`config.mk`:
```
export PLATFORM = sky130hd
export DESIGN_NAME = se_arbiter
export DESIGN_NICKNAME = d
export VERILOG_FILES = /design/src/rtl/se_arbiter.sv
export SDC_FILE = /design/constraint.sdc
export NUM_CORES = 1
export LEC_CHECK = 0
export CORE_AREA = 5 5 95 97
export DETAILED_ROUTE_END_ITERATION = 12
export DIE_AREA = 0 0 100 102
export GPL_TIMING_DRIVEN = 0
export HOLD_SLACK_MARGIN = 0.05
export PLACE_DENSITY = 0.63
export SYNTH_ARGS = -nofsm -noshare
export SYNTH_HDL_FRONTEND = slang
export SYNTH_SLANG_ARGS = --single-unit
```
`constraint.sdc`:
```
create_clock -name iClock -period 3.2 [get_ports iClock]
set_input_delay 0.96 -clock iClock [delete_from_list [all_inputs] [get_ports iClock]]
set_output_delay 0.96 -clock iClock [all_outputs]
set_load 0.05 [all_outputs]
```
`src/rtl/se_arbiter.sv`:
```
// se_arbiter: shares one speaker tone path between N_SRC sound-effect players.
// Requests are latched, granted one at a time by fixed priority (index 0 highest),
// and the owner's enable/frequency is forwarded with one cycle of latency.
// A silent gap separates consecutive effects.
// Optional feature macro: SE_PREEMPT_EN. When it is defined, a pending higher-priority
// request aborts the current owner. When it is undefined, oStop is always 0.
module se_arbiter #(
    parameter int unsigned N_SRC         = 4,
    parameter int unsigned GAP_CYCLES    = 5000,
    parameter int unsigned START_TIMEOUT = 16,
    localparam int unsigned OW           = (N_SRC > 1) ? $clog2(N_SRC) : 1
) (
    input  logic                iClock,
    input  logic                iReset,
    input  logic [N_SRC-1:0]    iReq,
    output logic [N_SRC-1:0]    oTrig,
    output logic [N_SRC-1:0]    oStop,
    input  logic [N_SRC-1:0]    iBusy,
    input  logic [16*N_SRC-1:0] iFreq,
    output logic                oEnable,
    output logic [15:0]         oFreq,
    output logic [OW-1:0]       oOwner
);

    // A zero gap or timeout would never terminate the counter compare.
    localparam int unsigned GapEff   = (GAP_CYCLES == 0) ? 1 : GAP_CYCLES;
    localparam int unsigned StartEff = (START_TIMEOUT == 0) ? 1 : START_TIMEOUT;
    localparam int unsigned TMax     = (GapEff > StartEff) ? GapEff : StartEff;
    localparam int unsigned TW       = $clog2(TMax + 1);

    typedef enum logic [1:0] {
        StIdle,
        StStart,
        StPlay,
        StGap
    } state_e;

    state_e             state_q, state_d;
    logic [TW-1:0]      timer_q, timer_d;
    logic [OW-1:0]      owner_q, owner_d;
    logic [N_SRC-1:0]   pending_q, pending_d;
    logic [N_SRC-1:0]   trig_q, trig_d;
    logic [N_SRC-1:0]   stop_q, stop_d;
    logic               enable_q, enable_d;
    logic [15:0]        freq_q, freq_d;

    logic               active;
    logic [N_SRC-1:0]   owner_oh;
    logic [N_SRC-1:0]   pend_in;
    logic               grant_vld;
    logic [OW-1:0]      grant_idx;
    logic [N_SRC-1:0]   grant_oh;
    logic               own_busy;
    logic [15:0]        own_freq;
    logic               preempt;

    // Decode owner, merge this cycle's requests and pick the lowest pending index.
    always_comb begin
        active   = (state_q == StStart) || (state_q == StPlay);
        owner_oh = '0;
        for (int k = 0; k < N_SRC; k++) begin
            if (owner_q == OW'(k)) begin
                owner_oh[k] = 1'b1;
            end
        end
        // A re-request from the source already being served is dropped.
        pend_in   = pending_q | (iReq & ~(active ? owner_oh : '0));
        grant_vld = |pend_in;
        grant_idx = '0;
        for (int k = N_SRC - 1; k >= 0; k--) begin
            if (pend_in[k]) begin
                grant_idx = OW'(k);
            end
        end
        // Isolate the lowest set bit.
        grant_oh = pend_in & (~pend_in + N_SRC'(1));
        own_busy = |(iBusy & owner_oh);
        own_freq = '0;
        for (int k = 0; k < N_SRC; k++) begin
            if (owner_oh[k]) begin
                own_freq = iFreq[16*k +: 16];
            end
        end
    end

`ifdef SE_PREEMPT_EN
    logic [N_SRC-1:0] hi_mask;
    // Pending sources with a lower index than the owner abort the current effect.
    always_comb begin
        hi_mask = owner_oh - N_SRC'(1);
        preempt = active && |(pending_q & hi_mask);
    end
`else
    assign preempt = 1'b0;
`endif

    // State register with synchronous reset; reset does not stop the player itself.
    always_ff @(posedge iClock) begin
        if (iReset) begin
            state_q   <= StIdle;
            timer_q   <= '0;
            owner_q   <= '0;
            pending_q <= '0;
            trig_q    <= '0;
            stop_q    <= '0;
            enable_q  <= 1'b0;
            freq_q    <= '0;
        end else begin
            state_q   <= state_d;
            timer_q   <= timer_d;
            owner_q   <= owner_d;
            pending_q <= pending_d;
            trig_q    <= trig_d;
            stop_q    <= stop_d;
            enable_q  <= enable_d;
            freq_q    <= freq_d;
        end
    end

    // Next-state logic: grant, start timeout, play tracking and silent gap.
    always_comb begin
        state_d   = state_q;
        timer_d   = timer_q;
        owner_d   = owner_q;
        pending_d = pend_in;
        unique case (state_q)
            StIdle: begin
                if (grant_vld) begin
                    owner_d   = grant_idx;
                    pending_d = pend_in & ~grant_oh;
                    timer_d   = '0;
                    state_d   = StStart;
                end
            end
            StStart: begin
                if (preempt) begin
                    timer_d = '0;
                    state_d = StGap;
                end else if (own_busy) begin
                    state_d = StPlay;
                end else if (timer_q == TW'(StartEff - 1)) begin
                    // Player never answered; abandon the grant without retry.
                    timer_d = '0;
                    state_d = StGap;
                end else begin
                    timer_d = timer_q + TW'(1);
                end
            end
            StPlay: begin
                if (preempt || !own_busy) begin
                    timer_d = '0;
                    state_d = StGap;
                end
            end
            StGap: begin
                if (timer_q == TW'(GapEff - 1)) begin
                    timer_d = '0;
                    state_d = StIdle;
                end else begin
                    timer_d = timer_q + TW'(1);
                end
            end
            default: begin
                timer_d = '0;
                state_d = StIdle;
            end
        endcase
    end

    // Registered outputs: trigger on grant, stop on preempt, forward owner tone.
    always_comb begin
        trig_d   = '0;
        stop_d   = '0;
        enable_d = 1'b0;
        freq_d   = '0;
        if ((state_q == StIdle) && grant_vld) begin
            trig_d = grant_oh;
        end
        if (preempt) begin
            stop_d = owner_oh;
        end else if (active && own_busy) begin
            // Covers the START->PLAY edge so the tone starts one cycle after busy.
            enable_d = 1'b1;
            freq_d   = own_freq;
        end
    end

    assign oTrig   = trig_q;
    assign oStop   = stop_q;
    assign oEnable = enable_q;
    assign oFreq   = freq_q;
    assign oOwner  = owner_q;

endmodule

```
==> run_results.csv, run 1 <==
group,metric,value,unit
status,outcome,"finished clean",
finish,diodes,0,
power,p_leak,1.20,nW
floorplan,die_y,102,um
sta,period_minus_slack,2.64,ns
synthesis,ys_warn_count,0,
global_routing,grt_max_degree,15,
synthesis,synth.avg_cell_area,10.8,um2
worst_hold_path,hold_path.class,"register to register",
synthesis,ys_seq_area_frac,0.357,
place,gp_congestion,0.742,
worst_setup_path,crit_arrival,2.85,ns
worst_setup_path,slowest_stage,"mux4_2",
routing,viasPerCell,4.83,
clock_network,cts_buffers,5,
sta,fin_crit_sh,0.826,
clock_network,clk_pin_slew,0.08,ns
synthesis,yosys.area.top_type,"dfxtp_1",
finish,fillers,788,
power,ir_worst_vdd,0.000513,V
sta,worst_pin_slew,0.624,ns
worst_setup_path,crit_path_end_kind,"register",
global_routing,grt_antenna_before_repair,0,
synthesis,syn_inst,219,
worst_setup_path,cp_cell_sequence,"clkdlybuf4s50_1 > mux4_2 > o21a_1 > a31o_2 > nand2b_4 > buf_4 > o31ai_2",
finish,finalInstanceArea,3590,um2
place,postPlaceCellArea,3450,um2
clock_network,cts.htree.levels,2,
routing,vias,2079,
power,p_total,2.62,mW
routing,drcViolationCount,0,
finish,fin_util,0.445,
clock_network,postCtsSetupRepairBufs,0,
finish,final_common_cell,"clkdlybuf4s50_1",
power,power_density,731,nW/um2
sta,maxSlewHeadroom,0.584,
sta,slew_violations,0,
synthesis,synth_area_leaders,"dfxtp_1 (36%), mux4_2 (16%), nor2b_1 (4.8%)",
global_routing,grt_pass1_vias,2129,
sta,fmaxAchievable,0.378,GHz
worst_setup_path,worstPathRequired,3.41,ns
global_routing,grt_pass1_wl,10800,um
routing,wirelength,6930,um
worst_setup_path,worst-path-buf-inv,2,
clock_network,postCtsHoldBufs,0,
sta,tns,0,ns
sta,finClkSkew,0.00525,ns
floorplan,die-area,10200,um2
finish,final_cell_mix,"clkdlybuf4s50_1 (95), dfxtp_1 (42), nor2b_1 (18), mux4_2 (17), inv_1 (13)",
synthesis,synthDistinctLibCells,49,
clock_network,root_buffer,"clkbuf_8",
worst_setup_path,cp_top_family,"compound AO/OA/AOI/OAI gates",
worst_setup_path,path_max_fanout,10,
clock_network,cts-resized-gates,0,
job,drv_cap,0,
sta,setup_viol,0,
floorplan,num_rows,33,
place,place_hpwl,5560,um
place,io_buffers,95,
global_routing,gr-total-overflow,0,
finish,area_delta_synth_final,52.3,%
floorplan,die_w,100,um
floorplan,ioPinCount,101,
floorplan,core_area,8050,um2
floorplan,start_util,0.292,
clock_network,numClockSinks,42,
routing,dr.pass1.iters,4,
clock_network,cts_tree,"built",
routing,ant_nets,0,
worst_setup_path,crit_type,"primary input to register",
synthesis,synth_seq_cells,42,
finish,drive_gt1_frac,0.178,
sta,hold_violations,0,
routing,drt_iter0_markers,93,
sta,rsz0062_at_grt,"no",
clock_network,clk_path_buf_depth,2,
routing,wire_per_inst,16.1,um
global_routing,track_usage,0.133,
worst_setup_path,cpPeakStageDelay,0.56,ns
worst_setup_path,start_kind,"primary input",
synthesis,synth_area,2350,um2
synthesis,synth_top_area_share,0.357,
finish,final_nets,404,
clock_network,clkLatencyLatePin,0.29,ns
## per-stage QoR
step	worst slack [ns]	instances	hold WS (ns)
final	0.558	430	0.519
after global routing	0.409	430	0.560
after CTS	0.555	430	0.521
after detailed placement	0.257	422	0.507
after global placement	0.267	422	0.496
after floorplan	0.833	222	0.470
## worst paths after layout
path                                start                 endpoint  slack, ns  cells past startpoint
hold reg to reg   timer_q[9]$_SDFFE_PP0P_  timer_q[9]$_SDFFE_PP0P_       0.52                      2
setup / recovery                 iBusy[3]  timer_q[0]$_SDFFE_PP0P_       0.56                      7
hold / removal    timer_q[9]$_SDFFE_PP0P_  timer_q[9]$_SDFFE_PP0P_       0.52                      2
setup reg to reg  state_q[1]$_SDFFE_PP0P_  timer_q[7]$_SDFFE_PP0P_       0.63                      8
## routing by layer
| metal | GRT usage | vias to the layer above | wire [um] |
|---|---|---|---|
| met5 | 0 | - | 0 |
| met4 | 0.0383 | 0 | 70 |
| met1 | 0.179 | 995 | 3030 |
| li1 | - | 1031 | - |
| met3 | 0.0259 | 7 | 274 |
| met2 | 0.220 | 46 | 3560 |
## report_power, final
part,switching (mW),leakage [nW],internal [mW]
combinational,0.800,0.793,0.637
clock,0.187,0.0683,0.313
sequential,0.0592,0.342,0.624
total,1.05,1.20,1.57
## worst min-delay path, stage by stage (launching register included)
cell and delay (ns):
dfxtp_1 0.34, inv_1 0.06, o32ai_1 0.08
## flip-flops by register name, summed over array words and instances (netlist names)
register and flops:
pending_q 4, oTrig 4, oOwner 2, oFreq 16, timer_q 13, oEnable 1
state_q 2
## logic make-up after synthesis
group           share of synthesized area
flops                               0.357
other cells                       0.00159
mux                                 0.163
fa+ha+maj                          0.0319
buf+inv                            0.0616
simple gates                        0.211
compound gates                      0.174
## Yosys cell counts (all sizes together)
cell type / n
a221oi: 2
o21a: 1
nand3b: 2
and2: 1
o31ai: 2
inv: 13
nor2: 4
or4: 5
conb: 1
dfxtp: 42
a31o: 2
o32ai: 10
and3: 1
nor3b: 1
o211ai: 1
ha: 6
nand4bb: 1
o211a: 1
or3b: 1
o21ai: 2
nand2: 10
nand3: 9
nand2b: 4
or2: 2
nand4b: 4
buf: 12
nor3: 5
a21oi: 17
nor2b: 18
clkbuf: 4
o41ai: 3
a211oi: 3
or3: 11
mux4: 17
a31oi: 1
## cell type report
cell class / instances / area, um2 / area share
Inverter: 13 / 48.8 / 0.0136
Clock inverter: 3 / 68.8 / 0.0192
Tap cell: 105 / 131 / 0.0366
Timing Repair Buffer: 95 / 951 / 0.265
Sequential cell: 42 / 841 / 0.234
Buffer: 16 / 96.3 / 0.0269
Multi-Input combinational cell: 151 / 1380 / 0.385
Clock buffer: 5 / 68.8 / 0.0192
Note: power is estimated with default switching activity, not from simulation.
==> inputs of run 2 (changes only) <==
==> constraint.sdc (replaced) <==
create_clock -name iClock -period 2.6 [get_ports iClock]
set_input_delay 0.78 -clock iClock [delete_from_list [all_inputs] [get_ports iClock]]
set_output_delay 0.78 -clock iClock [all_outputs]
set_load 0.05 [all_outputs]
==> run_results.csv, run 2 (same netlist as run 1, synthesis figures left out) <==
group,metric,value,unit
clock_network,cts_buffers,5,
power,p_int,1.95,mW
finish,seq_area,842,um2
sta,finClkSkew,0.00502,ns
clock_network,root_buffer,"clkbuf_8",
worst_setup_path,crit_path_end_kind,"register",
worst_setup_path,r2r_slack,0.19,ns
power,power_frac_comb,0.550,
sta,hold_violations,0,
worst_setup_path,cpPeakStageDelay,0.56,ns
global_routing,grt_max_degree,15,
place,io_buffers,95,
floorplan,core_area,8050,um2
floorplan,ioPinCount,101,
finish,final_common_cell,"clkdlybuf4s50_1",
routing,vias,2070,
finish,fillers,786,
power,power_density,902,nW/um2
floorplan,num_rows,33,
global_routing,track_usage,0.133,
power,p_switching,1.30,mW
job,drv_cap,0,
worst_hold_path,worstHoldPathCells,2,
routing,ant_nets,0,
sta,fin_crit_sh,0.948,
place,gp_congestion,0.742,
clock_network,clk_path_buf_depth,2,
power,p_leak,1.20,nW
clock_network,clk_pin_slew,0.08,ns
routing,drcViolationCount,0,
worst_hold_path,whs_endpoint,"timer_q[9]$_SDFFE_PP0P_",
finish,diodes,0,
floorplan,die-area,10200,um2
worst_setup_path,start_kind,"primary input",
global_routing,gr-total-overflow,0,
worst_setup_path,cp_cell_sequence,"clkdlybuf4s50_1 > mux4_2 > o21a_1 > a31o_2 > nand2b_4 > buf_4 > o31ai_2",
finish,multiInputGateArea,1390,um2
finish,final_nets,404,
finish,area_delta_synth_final,52.8,%
finish,final_cell_mix,"clkdlybuf4s50_1 (95), dfxtp_1 (41), nor2b_1 (18), mux4_2 (17), inv_1 (13)",
worst_setup_path,crit_type,"primary input to register",
global_routing,grt_antenna_before_repair,0,
sta,fmaxAchievable,0.406,GHz
worst_setup_path,r2r-end,"timer_q[8]$_SDFFE_PP0P_",
sta,tns,0,ns
finish,largest_reg_flops,16,
worst_setup_path,worst-path-buf-inv,2,
worst_setup_path,r2r_start,"state_q[1]$_SDFFE_PP0P_",
routing,dr.pass1.iters,4,
worst_setup_path,slowest_stage,"mux4_2",
global_routing,grt_pass1_vias,2129,
routing,wirelength,6950,um
sta,slew_violations,0,
power,ir_worst_vdd,0.000632,V
routing,drt_iter0_markers,86,
routing,viasPerCell,4.81,
clock_network,clkLatencyLatePin,0.29,ns
worst_hold_path,min_from,"timer_q[9]$_SDFFE_PP0P_",
sta,hold_ws,0.519,ns
clock_network,numClockSinks,42,
sta,period_minus_slack,2.46,ns
worst_setup_path,path_max_fanout,10,
power,swShare,0.399,
worst_setup_path,rr_worst_depth,8,
finish,drive_gt1_frac,0.185,
global_routing,grt_pass1_wl,10800,um
routing,wire_per_inst,16.2,um
floorplan,die_y,102,um
clock_network,postCtsHoldBufs,0,
worst_hold_path,hold_path.class,"register to register",
worst_setup_path,cp-startpoint,"iBusy[3]",
power,seq_power_share,0.260,
clock_network,cts.htree.levels,2,
worst_setup_path,worstPathRequired,2.81,ns
power,pwr-share-clk,0.189,
clock_network,postCtsSetupRepairBufs,0,
sta,setup_viol,0,
clock_network,cts_tree,"built",
worst_setup_path,crit_arrival,2.67,ns
status,outcome,"finished clean",
floorplan,start_util,0.292,
sta,rsz0062_at_grt,"no",
worst_setup_path,cp_top_family,"compound AO/OA/AOI/OAI gates",
floorplan,die_w,100,um
sta,worst_pin_slew,0.623,ns
place,place_hpwl,5560,um
clock_network,cts-resized-gates,0,
sta,maxSlewHeadroom,0.585,
[run 2: changes by cell type in the layout (fill, tap and decap cells not counted)]
cell,before,now
dfxtp_1,42,41
dfxtp_2,0,1
ha_2,0,1
ha_1,6,5
a21oi_4,0,1
a21oi_2,7,6
[run 2: routing by layer]
| metal | part of all wire | vias up | track usage |
|---|---|---|---|
| li1 | - | 1031 | - |
| met1 | 0.43 | 991 | 0.179 |
| met2 | 0.52 | 44 | 0.220 |
| met3 | 0.037 | 4 | 0.0259 |
| met4 | 0.0091 | 0 | 0.0383 |
| met5 | 0 | - | 0 |
[run 2: area by class of cell]
| type | instances | share of cell area |
|---|---|---|
| inverter | 13 | 0.0136 |
| multi-input combinational | 151 | 0.386 |
| buffer | 16 | 0.0268 |
| timing repair buffer | 95 | 0.264 |
| clock inverter | 3 | 0.0191 |
| clock buffer | 5 | 0.0191 |
| tap | 105 | 0.0365 |
| sequential | 42 | 0.234 |
[run 2: power groups by stage]
stage          Sequential (mW)  Combinational (mW)  Clock, mW
2_1_floorplan             1.15               0.974          0
3_3_place_gp             0.856                1.75          0
3_5_place_dp             0.857                1.77          0
4_1_cts                  0.843                1.78      0.639
5_1_grt                  0.862                1.92      0.667
6_report                 0.844                1.79      0.615
[run 2: worst max-delay path by stage]
| stage | endpoint | slack (ns) | cells past startpoint |
|---|---|---|---|
| after floorplan | timer_q[0]$_SDFFE_PP0P_ | 0.39 | 6 |
| after global placement | timer_q[0]$_SDFFE_PP0P_ | -0.15 | 7 |
| after detailed placement | timer_q[0]$_SDFFE_PP0P_ | -0.16 | 7 |
| after CTS | timer_q[4]$_SDFFE_PP0P_ | 0.07 | 8 |
| after global routing | timer_q[8]$_SDFFE_PP0P_ | 0.003 | 7 |
| final | timer_q[0]$_SDFFE_PP0P_ | 0.14 | 7 |
[run 2: stage by stage]
step	setup slack, ns	area [um2]	cells	utilization	total power [mW]
2_1_floorplan	0.388	2370	222	-	2.13
5_1_grt	0.00268	3600	430	0.447	3.45
6_report	0.135	3600	430	0.447	3.24
3_5_place_dp	-0.163	3450	422	0.428	2.63
3_3_place_gp	-0.153	3450	422	0.428	2.61
4_1_cts	0.0667	3590	430	0.445	3.26
[run 2: tightest hold or removal path, cell delays in order (launching register included)]
cell and delay, ns:
dfxtp_1 0.34, inv_1 0.06, o32ai_1 0.08
==> edit: new RTL, settings of run 2 <==
Take the reset off `pending_q` and load it in a clocked block of its own.
--- a/src/rtl/se_arbiter.sv
+++ b/src/rtl/se_arbiter.sv
@@ -102,3 +102,2 @@
             owner_q   <= '0;
-            pending_q <= '0;
             trig_q    <= '0;
@@ -111,3 +110,2 @@
             owner_q   <= owner_d;
-            pending_q <= pending_d;
             trig_q    <= trig_d;
@@ -117,2 +115,6 @@
         end
+    end
+
+    always_ff @(posedge iClock) begin
+        pending_q <= pending_d;
     end
Behaviour: not the same (a bounded check fails within 4 cycles, from zero or initial values and one cycle with iReset high).
==> edit against run 2 <==
Worst setup slack worse by 21 ps. Wire length up 5.8%. Power down 6.2%. Area after synthesis down 3.5%. Global-route usage up 0.37 points. Sequential cell count unchanged. Final area down 1.3%. Maximum frequency down 0.86%.
==> edit: results (changes against run 2) <==
sta:
  worst_pin_slew_ps: 762  # was 623 ps
  finClkSkew_ps: 9.11  # was 5.02 ps
worst_setup_path:
  cp_slowest_stage_delay_ps: 520  # was 560 ps
cells_and_area:
  drive_above_1_share: 0.163  # was 0.185
  fin_nets: 416  # was 404
synthesis:
  synth_common_cells: "42 x dfxtp_1, 20 x nor2b_1, 19 x a21oi_1"  # was 42 x dfxtp_1, 18 x nor2b_1, 17 x mux4_2
  synth_cell_types: 42  # was 49
  synth_area_leaders: "dfxtp_1 37%, mux4_2 17%, nor2b_1 5.5%"  # was dfxtp_1 36%, mux4_2 16%, nor2b_1 4.8%
  synth_top_area_frac: 0.370  # was 0.357
  seq_area_frac_synth: 0.370  # was 0.357
drt:
  drt_iter0_drc: 84  # was 86
  wl_per_cell_um: 16.6  # was 16.2 µm
  post_drt_via_cell_ratio: 4.77  # was 4.81
placement:
  port_buffers: 96  # was 95
  dpl_worst_slack_ps: -375  # was -163 ps
  dp_hpwl_um: 5860  # was 5560 µm
  gp_congestion: 0.881  # was 0.742
global_route:
  grt_max_degree: 14  # was 15
  grt_usage: 0.137  # was 0.133
  grt_pass1_vias: 2106  # was 2129
  grt_pass1_wl_um: 11000  # was 10800 µm
power:
  irDropWorstVdd_uv: 428  # was 632 µV
  p_leak_nw: 1.22  # was 1.20 nW
outcome:
  status: "finished clean"  # unchanged
min_path:
  hold_start: "timer_q[1]$_SDFFE_PP0P_"  # was timer_q[9]$_SDFFE_PP0P_
==> edit: cell types whose count changed in the layout (fill, tap and decap cells not counted), sizes merged, moves of 3 or more <==
| cell | before | now |
|---|---|---|
| nor2 | 4 | 12 |
| o32ai | 10 | 6 |
| nand2 | 10 | 15 |
| nand4b | 4 | 1 |
| o21ai | 2 | 6 |
| or3 | 11 | 7 |
| or4 | 5 | 2 |
| clkbuf | 9 | 12 |
==> edit: logic make-up (layout without fill, tap and decap cells) <==
family	after synthesis	after routing	share of synthesized area
muxes	18	18	0.173
adders and majority gates	6	6	0.0330
and+or+nand+nor	88	88	0.216
AOI/OAI and AO/OA	47	47	0.155
buffers and inverters	26	132	0.0517
DFF	42	42	0.370
other	1	4	0.00165
==> edit: worst max-delay path, delay by kind of cell <==
kind | cells | cell delay (ps)
buffers and inverters | 2 | 600
muxes | 1 | 520
and+or+nand+nor | 1 | 140
AOI/OAI and AO/OA | 3 | 640
==> edit: metrics by stage <==
| step | cell area, µm² | std cells | util | power [mW] |
|---|---|---|---|---|
| floorplan | 2280 | 231 | - | 2.00 |
| global placement | 3380 | 432 | 0.419 | 2.48 |
| detailed placement | 3380 | 432 | 0.419 | 2.50 |
| CTS | 3500 | 440 | 0.435 | 3.00 |
| global route | 3550 | 442 | 0.441 | 3.23 |
| finish | 3550 | 442 | 0.441 | 3.04 |
==> edit: timing repair <==
| action | 4_1_cts | 5_1_grt |
|---|---|---|
| endpoints found under the setup margin | 14 | 14 |
| buffers inserted | 0 | 2 |
| endpoints found under the hold margin | 0 | 0 |
| cloned | 0 | 0 |
| resized for setup | 7 | 10 |
==> edit: per-layer routing <==
| metal | global-route usage | share of wire | wire length (µm) |
|---|---|---|---|
| met5 | 0 | 0 | 0 |
| met4 | 0.0373 | 0.012 | 85 |
| met3 | 0.0266 | 0.043 | 315 |
| met2 | 0.238 | 0.53 | 3910 |
| met1 | 0.175 | 0.41 | 3040 |
==> edit: path summary, 6_finish.rpt <==
kind                             end  slack, ps  depth (start not counted)
max          timer_q[0]$_SDFFE_PP0P_        110                          7
min          timer_q[1]$_SDFFE_PP0P_        480                          2
max reg2reg  timer_q[5]$_SDFFE_PP0P_        150                          8
min reg2reg  timer_q[1]$_SDFFE_PP0P_        480                          2
==> edit: report_power, final <==
group / internal [mW] / switching (mW) / total, mW
logic: 0.778 / 0.968 / 1.75
registers: 0.774 / 0.0715 / 0.845
clock network: 0.214 / 0.237 / 0.451
==> edit: final cells by class <==
type	count	area, µm²
Fill cell	807	4500
Multi-Input combinational cell	163	1390
Timing Repair Buffer	98	976
Sequential cell	42	842
Tap cell	105	131
Clock buffer	6	82.6
Buffer	15	80.1
Inverter	11	41.3
Clock inverter	2	12.5
